## config.mk

```make
export PLATFORM = sky130hd
export DESIGN_NAME = vga_layer_compositor
export DESIGN_NICKNAME = d
export VERILOG_FILES = /design/src/rtl/vga_pkg.sv /design/src/rtl/vga_layer_addr.sv /design/src/rtl/vga_layer_compositor.sv
export SDC_FILE = /design/constraint.sdc
export NUM_CORES = 2
export LEC_CHECK = 0
export CELL_PAD_IN_SITES_DETAIL_PLACEMENT = 1
export CELL_PAD_IN_SITES_GLOBAL_PLACEMENT = 1
export CORE_UTILIZATION = 46
export DETAILED_ROUTE_END_ITERATION = 8
export PLACE_DENSITY_LB_ADDON = 0.1
export SYNTH_ARGS = -nofsm -noshare
export SYNTH_HDL_FRONTEND = slang
export SYNTH_HIERARCHICAL = 1
export SYNTH_SLANG_ARGS = --single-unit
```

## constraint.sdc

```tcl
create_clock -name clk -period 5.9 [get_ports clk]
set_input_delay 1.18 -clock clk [delete_from_list [all_inputs] [get_ports clk]]
set_output_delay 1.18 -clock clk [all_outputs]
set_load 0.01 [all_outputs]
```

## src/rtl/vga_pkg.sv

```systemverilog
// ---------------------------------------------------------------------------
// vga_pkg
// Shared definitions for the VGA layer compositor:
//   - cfg_field codes used on the configuration write port
//   - 640x480 screen constants
//   - layer_cfg_t: one layer's window / visibility configuration
// ---------------------------------------------------------------------------
package vga_pkg;

  // Configuration field selectors (cfg_field)
  localparam logic [2:0] CFG_X0    = 3'd0;
  localparam logic [2:0] CFG_Y0    = 3'd1;
  localparam logic [2:0] CFG_W     = 3'd2;
  localparam logic [2:0] CFG_H     = 3'd3;
  localparam logic [2:0] CFG_MASK  = 3'd4;
  localparam logic [2:0] CFG_BLINK = 3'd5;
  localparam logic [2:0] CFG_BG    = 3'd6;

  // Visible screen area driven by vga_driver
  localparam int unsigned SCREEN_W = 640;
  localparam int unsigned SCREEN_H = 480;

  // Coordinate / window register width
  localparam int unsigned COORD_W = 10;

  // Visibility mask width: one bit per menu/game state (2**3 states)
  localparam int unsigned MASK_W = 8;

  typedef struct packed {
    logic [COORD_W-1:0] x0;
    logic [COORD_W-1:0] y0;
    logic [COORD_W-1:0] w;
    logic [COORD_W-1:0] h;
    logic [MASK_W-1:0]  mask;
    logic               blink_en;
  } layer_cfg_t;

endpackage

```

## src/rtl/vga_layer_addr.sv

```systemverilog
// ---------------------------------------------------------------------------
// vga_layer_addr
// One image layer: shadow/active configuration registers, window compare,
// visibility and ROM address generation (S1), plus a one-cycle delay of the
// visibility flag so it lines up with the ROM's registered output (S2).
//
// Ports
//   clk, rst          pixel clock, asynchronous active-low reset
//   cfg_we            write strobe, already decoded for this layer
//   cfg_field/data    field select and write data (shadow copy only)
//   commit            frame-start strobe: active <= shadow
//   blink_phase       global blink phase (1 = blinking layers hidden)
//   next_x, next_y    pixel coordinate being sampled
//   state             current menu/game state
//   rom_addr          registered ROM read address (0 when not visible)
//   vis_p2            visibility aligned with the ROM data
// ---------------------------------------------------------------------------
module vga_layer_addr
  import vga_pkg::*;
#(
  parameter int ADDR_W  = 16,
  parameter int STATE_W = 3
) (
  input  logic               clk,
  input  logic               rst,
  input  logic               cfg_we,
  input  logic [2:0]         cfg_field,
  input  logic [COORD_W-1:0] cfg_data,
  input  logic               commit,
  input  logic               blink_phase,
  input  logic [COORD_W-1:0] next_x,
  input  logic [COORD_W-1:0] next_y,
  input  logic [STATE_W-1:0] state,
  output logic [ADDR_W-1:0]  rom_addr,
  output logic               vis_p2
);

  layer_cfg_t shadow;
  layer_cfg_t active;

  // Writes land in the shadow copy; the active copy only changes at the
  // frame boundary so a frame is never drawn with a half-updated window.
  always_ff @(posedge clk or negedge rst) begin
    if (!rst) begin
      shadow <= '0;
      active <= '0;
    end else begin
      if (cfg_we) begin
        case (cfg_field)
          CFG_X0:    shadow.x0       <= cfg_data;
          CFG_Y0:    shadow.y0       <= cfg_data;
          CFG_W:     shadow.w        <= cfg_data;
          CFG_H:     shadow.h        <= cfg_data;
          CFG_MASK:  shadow.mask     <= cfg_data[MASK_W-1:0];
          CFG_BLINK: shadow.blink_en <= cfg_data[0];
          default:   ;
        endcase
      end
      if (commit) begin
        active <= shadow;
      end
    end
  end

  logic [COORD_W:0]   x_end;
  logic [COORD_W:0]   y_end;
  logic               in_x;
  logic               in_y;
  logic               mask_hit;
  logic               blink_ok;
  logic               vis_p0;
  logic [COORD_W-1:0] dx;
  logic [COORD_W-1:0] dy;
  logic [ADDR_W-1:0]  addr_p0;
  logic               vis_p1;

  always_comb begin
    // 11-bit window ends so x0+w beyond 1023 cannot wrap to small x.
    // w=0 (or h=0) makes the range empty without a special case.
    x_end    = {1'b0, active.x0} + {1'b0, active.w};
    y_end    = {1'b0, active.y0} + {1'b0, active.h};
    in_x     = ({1'b0, next_x} >= {1'b0, active.x0}) && ({1'b0, next_x} < x_end);
    in_y     = ({1'b0, next_y} >= {1'b0, active.y0}) && ({1'b0, next_y} < y_end);
    mask_hit = |(active.mask & (MASK_W'(1) << state));
    blink_ok = !active.blink_en || !blink_phase;
    vis_p0   = in_x && in_y && mask_hit && blink_ok;
    dx       = next_x - active.x0;
    dy       = next_y - active.y0;
    // Computing in ADDR_W bits gives the product modulo 2**ADDR_W directly.
    addr_p0  = ADDR_W'(dy) * ADDR_W'(active.w) + ADDR_W'(dx);
  end

  // ---- S1: window compare / address register ----
  always_ff @(posedge clk or negedge rst) begin
    if (!rst) begin
      vis_p1   <= 1'b0;
      rom_addr <= '0;
    end else begin
      vis_p1   <= vis_p0;
      rom_addr <= vis_p0 ? addr_p0 : '0;
    end
  end

  // ---- S2: visibility delayed alongside the ROM read ----
  always_ff @(posedge clk or negedge rst) begin
    if (!rst) begin
      vis_p2 <= 1'b0;
    end else begin
      vis_p2 <= vis_p1;
    end
  end

endmodule

```

## src/rtl/vga_layer_compositor.sv

```systemverilog
// ---------------------------------------------------------------------------
// vga_layer_compositor
// Composites N_LAYERS ROM-backed image windows onto the VGA pixel stream.
// Lower layer index has higher priority; pixels equal to KEY_COLOR fall
// through to the next layer, and bg_color is shown where nothing qualifies.
// Configuration is written to shadow registers and committed at frame start.
// Pixel latency from next_x/next_y to color_out is 3 cycles.
//
// Ports
//   clk, rst          25 MHz pixel clock, asynchronous active-low reset
//   next_x, next_y    pixel coordinate from vga_driver
//   state             current menu/game state (selects visibility mask bit)
//   cfg_we            configuration write strobe
//   cfg_layer         target layer (writes to layers >= N_LAYERS ignored)
//   cfg_field         0=x0 1=y0 2=w 3=h 4=state_mask 5=blink_en 6=bg_color
//   cfg_data          write data, low bits used
//   rom_addr          flattened per-layer ROM addresses, layer i at i*ADDR_W
//   rom_q             flattened per-layer ROM data (1-cycle read latency)
//   color_out         composited pixel to vga_driver.color_in
//   frame_start       one-cycle pulse, 1 cycle after (0,0) is sampled
// ---------------------------------------------------------------------------
module vga_layer_compositor
  import vga_pkg::*;
#(
  parameter int                 N_LAYERS     = 4,
  parameter int                 ADDR_W       = 16,
  parameter int                 COLOR_W      = 8,
  parameter int                 STATE_W      = 3,
  parameter logic [COLOR_W-1:0] KEY_COLOR    = '0,
  parameter int                 BLINK_FRAMES = 30
) (
  input  logic                         clk,
  input  logic                         rst,
  input  logic [COORD_W-1:0]           next_x,
  input  logic [COORD_W-1:0]           next_y,
  input  logic [STATE_W-1:0]           state,
  input  logic                         cfg_we,
  input  logic [7:0]                   cfg_layer,
  input  logic [2:0]                   cfg_field,
  input  logic [COORD_W-1:0]           cfg_data,
  output logic [N_LAYERS*ADDR_W-1:0]   rom_addr,
  input  logic [N_LAYERS*COLOR_W-1:0]  rom_q,
  output logic [COLOR_W-1:0]           color_out,
  output logic                         frame_start
);

  localparam int CNT_W = (BLINK_FRAMES > 1) ? $clog2(BLINK_FRAMES) : 1;

  logic               coord_zero;
  logic               prev_zero;
  logic               frame_hit;
  logic [CNT_W-1:0]   frame_cnt;
  logic               blink_phase;
  logic [COLOR_W-1:0] bg_shadow;
  logic [COLOR_W-1:0] bg_active;
  logic [N_LAYERS-1:0] vis_p2;
  logic [COLOR_W-1:0] color_sel;

  // Frame start is the (0,0) coordinate following any other coordinate.
  // prev_zero resets to 0 so the first (0,0) after reset is a frame start.
  assign coord_zero = (next_x == '0) && (next_y == '0);
  assign frame_hit  = coord_zero && !prev_zero;

  always_ff @(posedge clk or negedge rst) begin
    if (!rst) begin
      prev_zero   <= 1'b0;
      frame_start <= 1'b0;
      frame_cnt   <= '0;
      blink_phase <= 1'b0;
      bg_shadow   <= '0;
      bg_active   <= '0;
    end else begin
      prev_zero   <= coord_zero;
      frame_start <= frame_hit;
      if (frame_hit) begin
        if (frame_cnt == CNT_W'(BLINK_FRAMES - 1)) begin
          frame_cnt   <= '0;
          blink_phase <= !blink_phase;
        end else begin
          frame_cnt <= frame_cnt + 1'b1;
        end
        bg_active <= bg_shadow;
      end
      if (cfg_we && (cfg_field == CFG_BG)) begin
        bg_shadow <= COLOR_W'(cfg_data);
      end
    end
  end

  for (genvar i = 0; i < N_LAYERS; i++) begin : g_layer
    logic layer_we;
    assign layer_we = cfg_we && (cfg_field != CFG_BG) && (cfg_layer == 8'(i));

    vga_layer_addr #(
      .ADDR_W (ADDR_W),
      .STATE_W(STATE_W)
    ) u_layer (
      .clk        (clk),
      .rst        (rst),
      .cfg_we     (layer_we),
      .cfg_field  (cfg_field),
      .cfg_data   (cfg_data),
      .commit     (frame_hit),
      .blink_phase(blink_phase),
      .next_x     (next_x),
      .next_y     (next_y),
      .state      (state),
      .rom_addr   (rom_addr[i*ADDR_W +: ADDR_W]),
      .vis_p2     (vis_p2[i])
    );
  end

  // Walk from lowest to highest priority so the lowest-index qualifying
  // layer is the last assignment and wins.
  always_comb begin
    color_sel = bg_active;
    for (int i = N_LAYERS - 1; i >= 0; i--) begin
      if (vis_p2[i] && (rom_q[i*COLOR_W +: COLOR_W] != KEY_COLOR)) begin
        color_sel = rom_q[i*COLOR_W +: COLOR_W];
      end
    end
  end

  // ---- S3: priority / key select register ----
  always_ff @(posedge clk or negedge rst) begin
    if (!rst) begin
      color_out <= '0;
    end else begin
      color_out <= color_sel;
    end
  end

endmodule

```

==> flow_metrics.py <==
metrics = {
    "clock_tree": {
        "cts-buffers-inserted": 61,
        "cts-root-buf": "clkbuf_16",
        "cts.sinks": 496,
        "cts_tree": "built",
        "insertion_delay_ns": 0.65,
        "postCtsHoldBufs": 0,
        "htreeDepth": 2,
        "clkTransAtPathRegs_ns": 0.06,
        "cts_buffer_depth": 3,
    },
    "die": {
        "num_io_pins": 152,
        "die-area_mm2": 0.0876,
        "core_mm2": 0.0854,
        "rows": 107,
        "die_h_um": 296,
        "initial_core_util_pct": 46.5,
        "die_w_um": 296,
    },
    "route": {
        "drt_iter0_drc": 1339,
        "viasPerCell": 5.43,
        "wl_um": 119000,
        "drc": 0,
        "first_pass_iters": 5,
        "vias": 30895,
        "wire_per_inst_um": 21.0,
        "drtAntennaViolNets": 0,
    },
    "power": {
        "leakage_nw": 25.7,
        "vdd_drop_max_uv": 250,
        "power_density_mw_per_mm2": 166,
    },
    "sta": {
        "clock-skew-final_ns": 0.0246,
        "hold_violations": 0,
        "post-route-period-util_pct": 113,
        "worst_pin_slew_ns": 1.12,
        "fin_crit_ns": 6.69,
        "hold_slack_ns": 0.346,
        "rsz0062_at_grt": "true",
        "finalSetupViolCount": 30,
        "worst_slack_ns": -0.787,
        "slew_headroom_pct": 25.3,
        "tns_ns": -11.53,
        "maxSlewViolCount": 0,
        "fmax_mhz": 150,
    },
    "synthesis": {
        "synth_edf_count": 0,
        "synth_area_leaders": "dfrtp_1, fa_1, ha_1",
        "yosys_register_bits": 496,
        "netlist_area_mm2": 0.0397,
        "netlist_instances": 3823,
        "synth_top_area_cell": "dfrtp_1",
        "synth_fp_nets": 4584,
        "avgSynthCellArea_um2": 10.4,
        "synth_flop_cell": "dfrtp_1",
        "synth_top_area_share_pct": 31.2,
        "async_flop_share_pct": 100,
        "yosys_warnings": 6,
        "ys_seq_area_share_pct": 31.2,
        "ys_types": 101,
    },
    "final_layout": {
        "layout_common_cells": "dfrtp_1, buf_4, inv_1",
        "multi_input_area_mm2": 0.0269,
        "area_growth_pct": 28.4,
        "fillers": 9210,
        "nets": 5256,
        "design_area_mm2": 0.0510,
        "layout_commonest_cell": "dfrtp_1",
        "regArea_mm2": 0.0124,
        "drive_gt1_share_pct": 29.9,
    },
    "grt": {
        "grt_use_met1_pct": 36.9,
        "grt_pass1_wl_um": 189000,
        "gr-usage-all-layers_pct": 27.9,
        "grt_max_degree": 174,
        "busiest_layer": "met2",
        "use_met3_pct": 3.73,
        "grt_pass1_vias": 34066,
        "grt_antenna_before_repair": 10,
        "grt_use_met2_pct": 47.6,
        "gr-total-overflow": 0,
    },
    "setup_path": {
        "cp-start-kind": "input pin",
        "cp_common_cell": "fa_1",
        "worstPathArrival_ns": 7.17,
        "criticalPathCategory": "in2reg",
        "end_kind": "flop",
        "cp_slowest_stage_delay_ns": 0.52,
        "cp_max_fo": 4,
        "r2r_setup_slack_ns": -0.48,
        "required_ns": 6.38,
        "slowest_stage": "fa_1",
    },
    "placement": {
        "dpl_cell_area_mm2": 0.0472,
        "gp_congestion": 0.855,
        "hpwlAfterDp_um": 84900,
        "io_buffers": 151,
    },
    "flow_run": {
        "max_cap_violations": 0,
    },
    "run_status": {
        "status": "finished, violations left",
        "violations": "negative setup slack",
    },
    "min_path": {
        "hold_path.class": "reg2reg",
    },
}
==> per-stage QoR <==
step | util (%) | setup WS (ns) | instances | power [mW]
final | 59.7 | -0.787 | 5692 | 8.48
after global routing | 59.7 | -0.939 | 5690 | 8.77
after CTS | 58.9 | -0.679 | 5667 | 8.54
after detailed placement | 55.2 | -1.90 | 5520 | 4.42
after global placement | 55.2 | -1.72 | 5520 | 4.39
after floorplan | - | -0.963 | 3823 | 3.85
==> path summary, 6_finish.rpt <==
kind,from,endpoint,depth (start not counted)
worst max-delay path,next_y[0],g_layer[0].u_layer/rom_addr[13],30
worst min-delay path,g_layer[0].u_layer/vis_p1,g_layer[0].u_layer/vis_p2,0
worst max register to register,g_layer[0].u_layer/active[29],g_layer[0].u_layer/rom_addr[13],28
worst min register to register,g_layer[0].u_layer/vis_p1,g_layer[0].u_layer/vis_p2,0
max in group asynchronous,rst,g_layer[1].u_layer/active[32],2
min in group asynchronous,rst,g_layer[0].u_layer/rom_addr[3],1
==> synthesized netlist by cell type (all sizes together) (36+ instances only) <==
cell type,number
o21ai,162
clkbuf,80
fa,284
xnor2,102
mux2,338
ha,398
nor2b,57
a21oi,135
nand2,306
inv,514
a21o,59
nor3,42
and2,187
nand2b,36
dfrtp,496
xor2,57
nor2,138
==> per-layer routing <==
metal  up-vias  wire [um]
li1      14265          -
met5         -         19
met4         2       2770
met1     15960      52200
met2       515      59000
met3       153       5510
==> state kept, by name, indices dropped and copies added (netlist names) <==
name / count
prev_zero: 1
g_layer.u_layer/vis_p1: 4
bg_shadow: 8
g_layer.u_layer/active: 196
blink_phase: 1
frame_cnt: 5
color_out: 8
frame_start: 1
g_layer.u_layer/vis_p2: 4
g_layer.u_layer/rom_addr: 64
g_layer.u_layer/shadow: 196
bg_active: 8
==> critical path, delay by kind of cell <==
kind	cells	cell delay (ns)
adder cells (fa/ha/maj)	8	3.27
buffers and inverters	11	0.96
AO/OA/AOI/OAI	5	0.80
AND/OR/NAND/NOR	4	0.64
XOR/XNOR	2	0.28
==> what timing repair did <==
item	4_1_cts	5_1_grt
resized for setup	182	142
pin swaps	119	102
setup endpoints to repair	40	36
setup buffers	35	27
==> kinds of logic after synthesis <==
logic type / share of synthesized area [%]
muxes: 10.3
AOI/OAI and AO/OA: 9.64
xor gates and xnor gates: 3.87
adders and majority gates: 26.8
DFF: 31.2
buffers and inverters: 5.92
and+or+nand+nor: 12.2
==> power breakdown <==
group	switching, mW	internal, mW
sequential	0.0110	3.42
combinational	0.566	0.445
clock	1.64	2.39
total	2.21	6.26
==> cell type report <==
cell class	instances	share of cell area (%)
multi-input cells	2710	52.7
flip-flops and latches	496	24.3
repair buffers	712	12.1
inverters	514	3.89
clock buffers	81	3.35
well taps	1144	2.81
clock inverters	33	0.839
diodes	2	0.00981
No activity file was read; power rests on OpenSTA's default activity.
